**src/rtl/wb_select_stage.sv**
```systemverilog
// Writeback-select stage: picks one of NSRC results, registers it with its destination and
// write enable, and (with WB_FWD_EN defined) keeps a retirement history for forwarding lookups.
module wb_select_stage #(
  parameter int WIDTH = 32,
  parameter int NSRC  = 4,
  parameter int SELW  = 2,
  parameter int ADDRW = 5,
  parameter int HIST  = 2
) (
  input  logic                    Clk,
  input  logic                    Reset,
  input  logic                    ValidIn,
  input  logic                    StallIn,
  input  logic                    FlushIn,
  input  logic [NSRC*WIDTH-1:0]   SrcIn,
  input  logic [SELW-1:0]         SelectorIn,
  input  logic                    RegWriteIn,
  input  logic [ADDRW-1:0]        RegAddrIn,
  output logic [WIDTH-1:0]        DataOut,
  output logic [ADDRW-1:0]        RegAddrOut,
  output logic                    RegWriteOut,
  output logic                    ValidOut,
  input  logic [ADDRW-1:0]        FwdAddrIn,
  output logic                    FwdHitOut,
  output logic [WIDTH-1:0]        FwdDataOut
);

  // Out-of-range selectors saturate to the last source.
  function automatic logic [WIDTH-1:0] pick_src(input logic [NSRC*WIDTH-1:0] srcs,
                                                input logic [SELW-1:0] sel);
    int k;
    k = (int'(sel) >= NSRC) ? NSRC - 1 : int'(sel);
    return srcs[k*WIDTH +: WIDTH];
  endfunction

  logic [WIDTH-1:0] sel_data_p0;
  logic [WIDTH-1:0] data_p1;
  logic [ADDRW-1:0] addr_p1;
  logic             wr_p1;
  logic             vld_p1;

  assign sel_data_p0 = pick_src(SrcIn, SelectorIn);

  // p0 -> p1: capture stage; flush only kills the qualifiers, data/address hold.
  always_ff @(posedge Clk or posedge Reset) begin
    if (Reset) begin
      data_p1 <= '0;
      addr_p1 <= '0;
      wr_p1   <= 1'b0;
      vld_p1  <= 1'b0;
    end else if (FlushIn) begin
      wr_p1   <= 1'b0;
      vld_p1  <= 1'b0;
    end else if (!StallIn) begin
      data_p1 <= sel_data_p0;
      addr_p1 <= RegAddrIn;
      wr_p1   <= ValidIn & RegWriteIn & (RegAddrIn != '0);
      vld_p1  <= ValidIn;
    end
  end

  assign DataOut     = data_p1;
  assign RegAddrOut  = addr_p1;
  assign RegWriteOut = wr_p1;
  assign ValidOut    = vld_p1;

`ifdef WB_FWD_EN
  localparam int PTRW = (HIST > 1) ? $clog2(HIST) : 1;

  logic [ADDRW-1:0] hist_addr [HIST];
  logic [WIDTH-1:0] hist_data [HIST];
  logic [HIST-1:0]  hist_vld;
  logic [PTRW-1:0]  wptr;
  logic             push;

  // Slot holding the entry written 'age' pushes ago (age 0 = newest).
  function automatic logic [PTRW-1:0] age_idx(input logic [PTRW-1:0] p, input int age);
    int i;
    i = (int'(p) + HIST - 1 - age) % HIST;
    return PTRW'(i);
  endfunction

  assign push = (FlushIn || !StallIn) && vld_p1 && wr_p1;

  always_ff @(posedge Clk or posedge Reset) begin
    if (Reset) begin
      hist_vld <= '0;
      wptr     <= '0;
    end else if (push) begin
      hist_vld[wptr] <= 1'b1;
      wptr           <= (wptr == PTRW'(HIST - 1)) ? '0 : wptr + 1'b1;
    end
  end

  always_ff @(posedge Clk) begin
    if (push) begin
      hist_addr[wptr] <= addr_p1;
      hist_data[wptr] <= data_p1;
    end
  end

  // Oldest first so the newest match, and finally the output register, override.
  always_comb begin
    FwdHitOut  = 1'b0;
    FwdDataOut = '0;
    if (FwdAddrIn != '0) begin
      for (int a = HIST - 1; a >= 0; a--) begin
        if (hist_vld[age_idx(wptr, a)] && hist_addr[age_idx(wptr, a)] == FwdAddrIn) begin
          FwdHitOut  = 1'b1;
          FwdDataOut = hist_data[age_idx(wptr, a)];
        end
      end
      if (vld_p1 && wr_p1 && addr_p1 == FwdAddrIn) begin
        FwdHitOut  = 1'b1;
        FwdDataOut = data_p1;
      end
    end
  end
`else
  logic unused_fwd_addr;
  assign unused_fwd_addr = ^FwdAddrIn;
  assign FwdHitOut       = 1'b0;
  assign FwdDataOut      = '0;
`endif

endmodule

```
**config.mk**
```make
export PLATFORM = sky130hd
export DESIGN_NAME = wb_select_stage
export DESIGN_NICKNAME = d
export VERILOG_FILES = /design/src/rtl/wb_select_stage.sv
export SDC_FILE = /design/constraint.sdc
export NUM_CORES = 1
export LEC_CHECK = 0
export ABC_AREA = 1
export CAP_MARGIN = 20
export CORE_ASPECT_RATIO = 0.6
export CORE_MARGIN = 2
export CORE_UTILIZATION = 30
export CTS_BUF_LIST = sky130_fd_sc_hd__clkbuf_8
export CTS_CLUSTER_SIZE = 28
export DETAILED_ROUTE_END_ITERATION = 10
export PLACE_DENSITY = 0.67
export SYNTH_ARGS = -nofsm -noshare
export SYNTH_HDL_FRONTEND = slang
export SYNTH_SLANG_ARGS = --single-unit
```
**constraint.sdc**
```tcl
create_clock -name Clk -period 3.27 [get_ports Clk]
set_clock_uncertainty 0.1 [all_clocks]
set_input_delay 0.4905 -clock Clk [delete_from_list [all_inputs] [get_ports Clk]]
set_output_delay 0.4905 -clock Clk [all_outputs]
set_load 0.05 [all_outputs]
```
* Yosys cells after proc, flatten, opt, wreduce, memory -nomap -nowiden
Index checks and enable logic that the tools add are counted.
Widths: inputs -> output; s select.
** Operators by class
- Equality and inequality tests :: 1
- Shift-type cells :: 1
- Mux-type cells :: 4
- Bitwise logic cells :: 4
- Reductions and logical operators :: 2
** Operator list (count)
- $shiftx 128x8->32 :: 1
- $reduce_bool 5->1 :: 1
- $mux 1 :: 4
- $and 1x1->1 :: 2
- $ne 2x1->1 const B :: 1
- $not 1->1 :: 2
- $reduce_and 2->1 :: 1
** Storage, ports and cells
- Bits in registers :: 39
- Input bits :: 146
- Output and inout bits :: 72
- Logic and storage cells :: 16

* Longest topological paths before layout
Gate-level depths: netlist (run 1).
- Depth after elaboration :: 4
- Gate-level depth with buffers :: 7

* Least setup slack after synthesis (run 1)
No wires, ideal clock.
- Path type :: input port to flip-flop
- Start :: input SelectorIn[1]
- End :: register data_p1[26] (netlist: DataOut[26])
- Setup time :: 66 ps
- Data arrival time :: 1077 ps
- Data required time :: 3104 ps
- Path slack :: 2027 ps
- Stages on the path :: 7
- Buffers on the path :: 2
- Cell sequence :: buf_2 -> inv_2 -> buf_2 -> nand3_1 -> nand2_1 -> nand2_1 -> nand2_1
** Between the ends
- Longest elaborated chain between the ends :: 1
** Ends and longest elaborated chain
- start, declared :: line 16 : input logic [SELW-1:0] SelectorIn,
- $shiftx 128x8->32 :: line 33 : return srcs[k*WIDTH +: WIDTH];
- end signal, assigned :: line 55 : data_p1 <= sel_data_p0;
- end, declared :: line 37 : logic [WIDTH-1:0] data_p1;
Every way passes these cells.
A chain may end at the register's enable or synchronous reset.

* Worst setup path after layout (run 1)
- Start :: register addr_p1[2] (netlist: RegAddrOut[2])
- End :: output RegAddrOut[2]
** RTL lines
- start, declared :: line 38 : logic [ADDRW-1:0] addr_p1;
- start signal, assigned :: line 56 : addr_p1 <= RegAddrIn;
- end, declared :: line 20 : output logic [ADDRW-1:0] RegAddrOut,
No word-level cell between the ends.

==> key figures, run 1 <==
Cells and area
  • Core Util, Final: 48.1%
  • Area delta synth->final: 54.8%
  • Fillcell total: 1,073
  • Layout cells sized above 1: 2.29%
  • Antenna cells: 0
  • Commonest non-fill, non-tap cell in the layout: nand2_1
  • Final instance area: 5110 sq um
  • Commonest non-fill, non-tap cells in the layout: 270 x nand2_1, 178 x clkdlybuf4s50_1, 131 x inv_1
  • NumNets Final: 886

Global routing
  • All-Layer GR Usage: 17.1%
  • Global-route wire length before repair: 16,600 um
  • Vias in the first global route: 3,514
  • GR Overflow Total: 0
  • Initial antenna violation count: 0
  • Largest net degree at the start of global routing: 65

Clock tree
  • Clk slew on worst S/H paths: 0.09 ns
  • Setup bufs post-CTS: 0
  • Post-CTS sizing: 0
  • Clock latency on the worst-skew pair: 0.29 ns
  • TritonCTS buffer count: 5
  • CTS tree: built
  • H-tree depth: 2
  • Root buffer cell: clkbuf_8
  • Clock buffer depth: 2
  • CTS Hold Bufs: 0
  • Clock sinks: 39

Routing
  • First-pass detailed-route iteration total: 5
  • Routed len/inst: 11.7 um
  • Initial DRC Count: 139
  • Via count: 3,627
  • DRC: 0
  • Routed WL: 10,300 um
  • Vias per inst: 4.12
  • DRT antenna net count: 0

Setup path
  • FF-to-FF End: ValidOut$_DFFE_PP0P_
  • Crit. End Element: primary output
  • Arr. time, crit path: 1.50 ns
  • CP required: 2.68 ns
  • Reg2Reg Depth: 2
  • Worst path top cell family by delay: buffers and inverters
  • Crit Path Category: reg -> out
  • Setup slack, reg-to-reg: 2.50 ns
  • Ordered cell list for the critical path: clkdlybuf4s50_1
  • CP max FO: 2
  • Startpoint types: flop
  • Critical-path top delay cell: clkdlybuf4s50_1
  • Worst path max stage delay: 0.83 ns
  • R2r startpoint: ValidOut$_DFFE_PP0P_
  • Crit path buffers/inverters: 1

Hold path
  • Hold WC Path Type: reg -> reg
  • Hold path startpoint: RegAddrOut[0]$_DFFE_PP0P_
  • Hold Path Stages: 2
  • Hold Path End: RegAddrOut[0]$_DFFE_PP0P_

Timing
  • RSZ-0062 raised after global routing: no
  • Worst hold slack: 0.379 ns
  • Final Cycle Share: 63.8%
  • Final Hold Violating Endpoints: 0
  • Endpoints failing setup: 0
  • Worst-Margin Slew: 1.07 ns
  • Relative slew margins: 28.7%
  • Max-slew violation count: 0
  • Setup TNS: 0 ns
  • Crit path time final: 2.09 ns
  • Top achievable clock speed: 479 MHz

Job
  • MaxCap Viol Count: 0

Synthesis
  • Post-synth design cell area: 3300 sq um
  • Post-synth cell types: 12
  • Syn_area_per_cell: 5.70 sq um
  • Yosys reg bits: 39
  • Sequential share of the synthesized area: 29.6%
  • Synth warn: 0
  • Mapped Cells: 579

Placement
  • RePlAce Congestion: 0.874
  • Area after DPL: 4980 sq um
  • Hpwl dp: 7560 um
  • Port bufs: 179

Die
  • Row Count: 29
  • Core area: 10,600 sq um
  • Die area: 11,900 sq um
  • Die width: 139 um
  • Die Y-Extent: 85.3 um
  • I/O pin count: 218
  • Starting Density: 31.1%

Pwr
  • Ratio of total power to cell area: 384 nW/um^2
  • Leakage: 2.95 nW
  • Peak VDD IR: 198 uV

Outcome
  • Status: finished clean
==> per-layer routing <==
layer	global-route usage, %	wire length, um	vias to the layer above
li1	-	-	1905
met1	22.6	4810	1583
met2	27.8	4510	133
met3	5.19	886	6
met4	3.86	99	0
met5	0	0	-
==> synthesized netlist by cell type <==
cell / count / area (sq um)
buf_4: 34 / 255
buf_6: 7 / 78.8
inv_2: 3 / 11.3
dfrtp_1: 39 / 976
nor2_4: 1 / 11.3
o21ai_1: 2 / 10.0
inv_1: 132 / 495
conb_1: 1 / 3.75
buf_2: 19 / 95.1
nand2_1: 270 / 1010
nand3_1: 68 / 340
nor2_1: 3 / 11.3
==> where the power goes <==
part / switching [mW] / internal [mW] / leakage [nW] / total (mW)
combinational: 0.552 / 0.339 / 2.40 / 0.891
clock: 0.182 / 0.305 / 0.0644 / 0.486
sequential: 0.0371 / 0.549 / 0.487 / 0.586
==> per-stage QoR <==
stage / total power, mW / instances / setup slack (ns)
after floorplan: 1.16 / 611 / 1.79
after global placement: 1.48 / 872 / 1.21
after detailed placement: 1.49 / 872 / 1.16
after CTS: 1.99 / 880 / 1.16
after global routing: 2.08 / 880 / 1.12
final: 1.96 / 880 / 1.18
==> registers in the layout, indices dropped and copies added (netlist names) <==
name,flops
ValidOut,1
RegWriteOut,1
DataOut,32
RegAddrOut,5
==> how the worst max path moves through the flow <==
stage,startpoint,end,slack (ns),depth (start not counted)
2_1_floorplan,Reset,DataOut[0]$_DFFE_PP0P_,1.79,1
3_3_place_gp,StallIn,RegWriteOut$_DFFE_PP0P_,1.21,6
3_5_place_dp,StallIn,RegWriteOut$_DFFE_PP0P_,1.16,6
4_1_cts,RegAddrOut[2]$_DFFE_PP0P_,RegAddrOut[2],1.16,1
5_1_grt,RegAddrOut[2]$_DFFE_PP0P_,RegAddrOut[2],1.12,1
6_report,RegAddrOut[2]$_DFFE_PP0P_,RegAddrOut[2],1.18,1
==> logic make-up after synthesis <==
logic type	after synthesis	synth area share (%)
flops	39	29.6
simple gates	342	41.7
compound gates	2	0.303
buf+inv	195	28.3
other cells	1	0.114
==> area by class of cell <==
cell class | instances | area, sq um | area share [%]
repair buffers | 182 | 1810 | 35.4
well taps | 139 | 174 | 3.40
inverters | 135 | 507 | 9.91
multi-input cells | 377 | 1510 | 29.5
clock buffers | 5 | 68.8 | 1.35
flip-flops and latches | 39 | 976 | 19.1
clock inverters | 3 | 67.6 | 1.32
No activity file was read; power rests on OpenSTA's default activity.
==> run 2: changes to the inputs <==
Settings changed: PLACE_DENSITY 0.67 to 0.7.
Clock period 3.27 ns to 1.8 ns, I/O delays scaled along.
==> key figures, run 2 (synthesis results as in run 1) <==
Outcome
  • Status: finished clean (unchanged)

Setup path
  • CP max FO: 18 (was 2)
  • Crit. End Element: flop (was primary output)
  • Arr. time, crit path: 1.69 ns (was 1.50 ns)
  • Crit Path Category: in -> reg (was reg -> out)
  • Startpoint types: input port (was flop)
  • CP required: 1.88 ns (was 2.68 ns)

Die
  • Starting Density: 31.1% (unchanged)
  • Die width: 139 um (unchanged)
  • Die Y-Extent: 85.3 um (unchanged)
  • Row Count: 29 (unchanged)
  • Core area: 10,600 sq um (unchanged)
  • Die area: 11,900 sq um (unchanged)
  • I/O pin count: 218 (unchanged)

Clock tree
  • Clock latency on the worst-skew pair: 0.29 ns (about the same)
  • TritonCTS buffer count: 5 (unchanged)
  • Root buffer cell: clkbuf_8 (unchanged)
  • CTS tree: built (unchanged)
  • Clk slew on worst S/H paths: 0.08 ns (was 0.09 ns)
  • Clock sinks: 39 (unchanged)
  • CTS Hold Bufs: 0 (unchanged)
  • H-tree depth: 2 (unchanged)
  • Post-CTS sizing: 0 (unchanged)
  • Clock buffer depth: 2 (unchanged)
  • Setup bufs post-CTS: 0 (unchanged)

Global routing
  • Initial antenna violation count: 0 (unchanged)
  • Vias in the first global route: 3,333 (was 3,514)
  • Met2 Resource Use GR: 26.2% (was 27.8%)
  • Global-route wire length before repair: 16,400 um (was 16,600 um)
  • Met1 Use GR: 24.1% (was 22.6%)
  • GR peak layer: met2 (unchanged)
  • Largest net degree at the start of global routing: 45 (was 65)
  • All-Layer GR Usage: 17.1% (about the same)
  • GR Overflow Total: 0 (unchanged)
  • Met3 GRT Util: 5.30% (was 5.19%)

Cells and area
  • Core Util, Final: 47.9% (was 48.1%)
  • Largest register FFs: 32 (unchanged)
  • Fillcell total: 1,141 (was 1,073)
  • Non-filler instance count after layout: 888 (was 880)
  • Layout cells sized above 1: 8.54% (was 2.29%)
  • NumNets Final: 894 (was 886)
  • Area delta synth->final: 54.1% (was 54.8%)
  • Commonest non-fill, non-tap cells in the layout: 270 x nand2_1, 139 x clkdlybuf4s50_1, 131 x inv_1 (was 270 x nand2_1, 178 x clkdlybuf4s50_1, 131 x inv_1)
  • Commonest non-fill, non-tap cell in the layout: nand2_1 (unchanged)
  • Antenna cells: 0 (unchanged)

Routing
  • DRT antenna net count: 0 (unchanged)
  • Initial DRC Count: 121 (was 139)
  • DRC: 0 (unchanged)
  • Via count: 3,537 (was 3,627)
  • Routed len/inst: 11.5 um (was 11.7 um)
  • First-pass detailed-route iteration total: 6 (was 5)
  • Vias per inst: 3.98 (was 4.12)
  • Routed WL: 10,200 um (was 10,300 um)

Job
  • MaxCap Viol Count: 0 (unchanged)

Timing
  • Worst-Margin Slew: 0.654 ns (was 1.07 ns)
  • Endpoints failing setup: 0 (unchanged)
  • Max-slew violation count: 0 (unchanged)
  • Top achievable clock speed: 621 MHz
  • Final Hold Violating Endpoints: 0 (unchanged)
  • Setup TNS: 0 ns (unchanged)
  • Relative slew margins: 56.3% (was 28.7%)
  • RSZ-0062 raised after global routing: no (unchanged)
  • Final Cycle Share: 89.5%
  • Crit path time final: 1.61 ns
  • Worst hold slack: 0.213 ns (was 0.379 ns)

Placement
  • Port bufs: 179 (unchanged)
  • RePlAce Congestion: 0.785 (was 0.874)
  • Hpwl dp: 7610 um (was 7560 um)
  • Placed Cells: 880 (was 872)

Pwr
  • Ratio of total power to cell area: 667 nW/um^2 (was 384 nW/um^2)
  • Peak VDD IR: 318 uV (was 198 uV)
  • Leakage: 3.05 nW (was 2.95 nW)
  • Pwr Total: 3.39 mW (was 1.96 mW)

Hold path
  • Hold WC Path Type: in -> async (was reg -> reg)
run 2: report_power, final:
part | internal (mW) | total [mW] | switching, mW
registers | 0.998 | 1.07 | 0.0737
logic | 0.591 | 1.59 | 0.996
clock network | 0.413 | 0.735 | 0.322
run 2: final timing paths:
check	from	endpoint	slack, ns	depth (start not counted)
worst min register to register	RegAddrOut[1]$_DFFE_PP0P_	RegAddrOut[1]$_DFFE_PP0P_	0.38	2
worst max register to register	ValidOut$_DFFE_PP0P_	ValidOut$_DFFE_PP0P_	1.06	2
min in group Clk	RegAddrOut[1]$_DFFE_PP0P_	RegAddrOut[1]$_DFFE_PP0P_	0.38	2
worst max-delay path	FlushIn	DataOut[11]$_DFFE_PP0P_	0.19	6
worst min-delay path	Reset	RegAddrOut[3]$_DFFE_PP0P_	0.21	3
max in group asynchronous	Reset	DataOut[9]$_DFFE_PP0P_	1.18	3
run 2: worst max-delay path: stages:
cell	delay, ns
clkdlybuf4s50_1	0.46
nor2_4	0.46
inv_2	0.14
buf_4	0.23
nand2_1	0.07
nand2_1	0.05
run 2: routing by layer:
metal	up-vias	part of all wire [%]	wire length, um
li1	1923	-	-
met1	1475	49	5010
met2	132	41	4220
met3	7	8.8	901
met4	0	0.56	57
met5	-	0	0
run 2: per-stage QoR:
| stage | setup WS [ns] | instance area (sq um) |
|---|---|---|
| global placement | -0.107 | 4980 |
| detailed placement | -0.134 | 4980 |
| finish | 0.189 | 5090 |
| floorplan | 0.541 | 3420 |
| CTS | 0.184 | 5090 |
| global route | 0.0688 | 5090 |
run 2: final cells by class:
cell class	instances	area [sq um]	area share (%)
Timing Repair Buffer	190	1810	35.6
Multi-Input combinational cell	377	1510	29.7
Sequential cell	39	976	19.2
Inverter	135	507	9.96
Tap cell	139	174	3.42
Clock buffer	5	68.8	1.35
Clock inverter	3	43.8	0.861
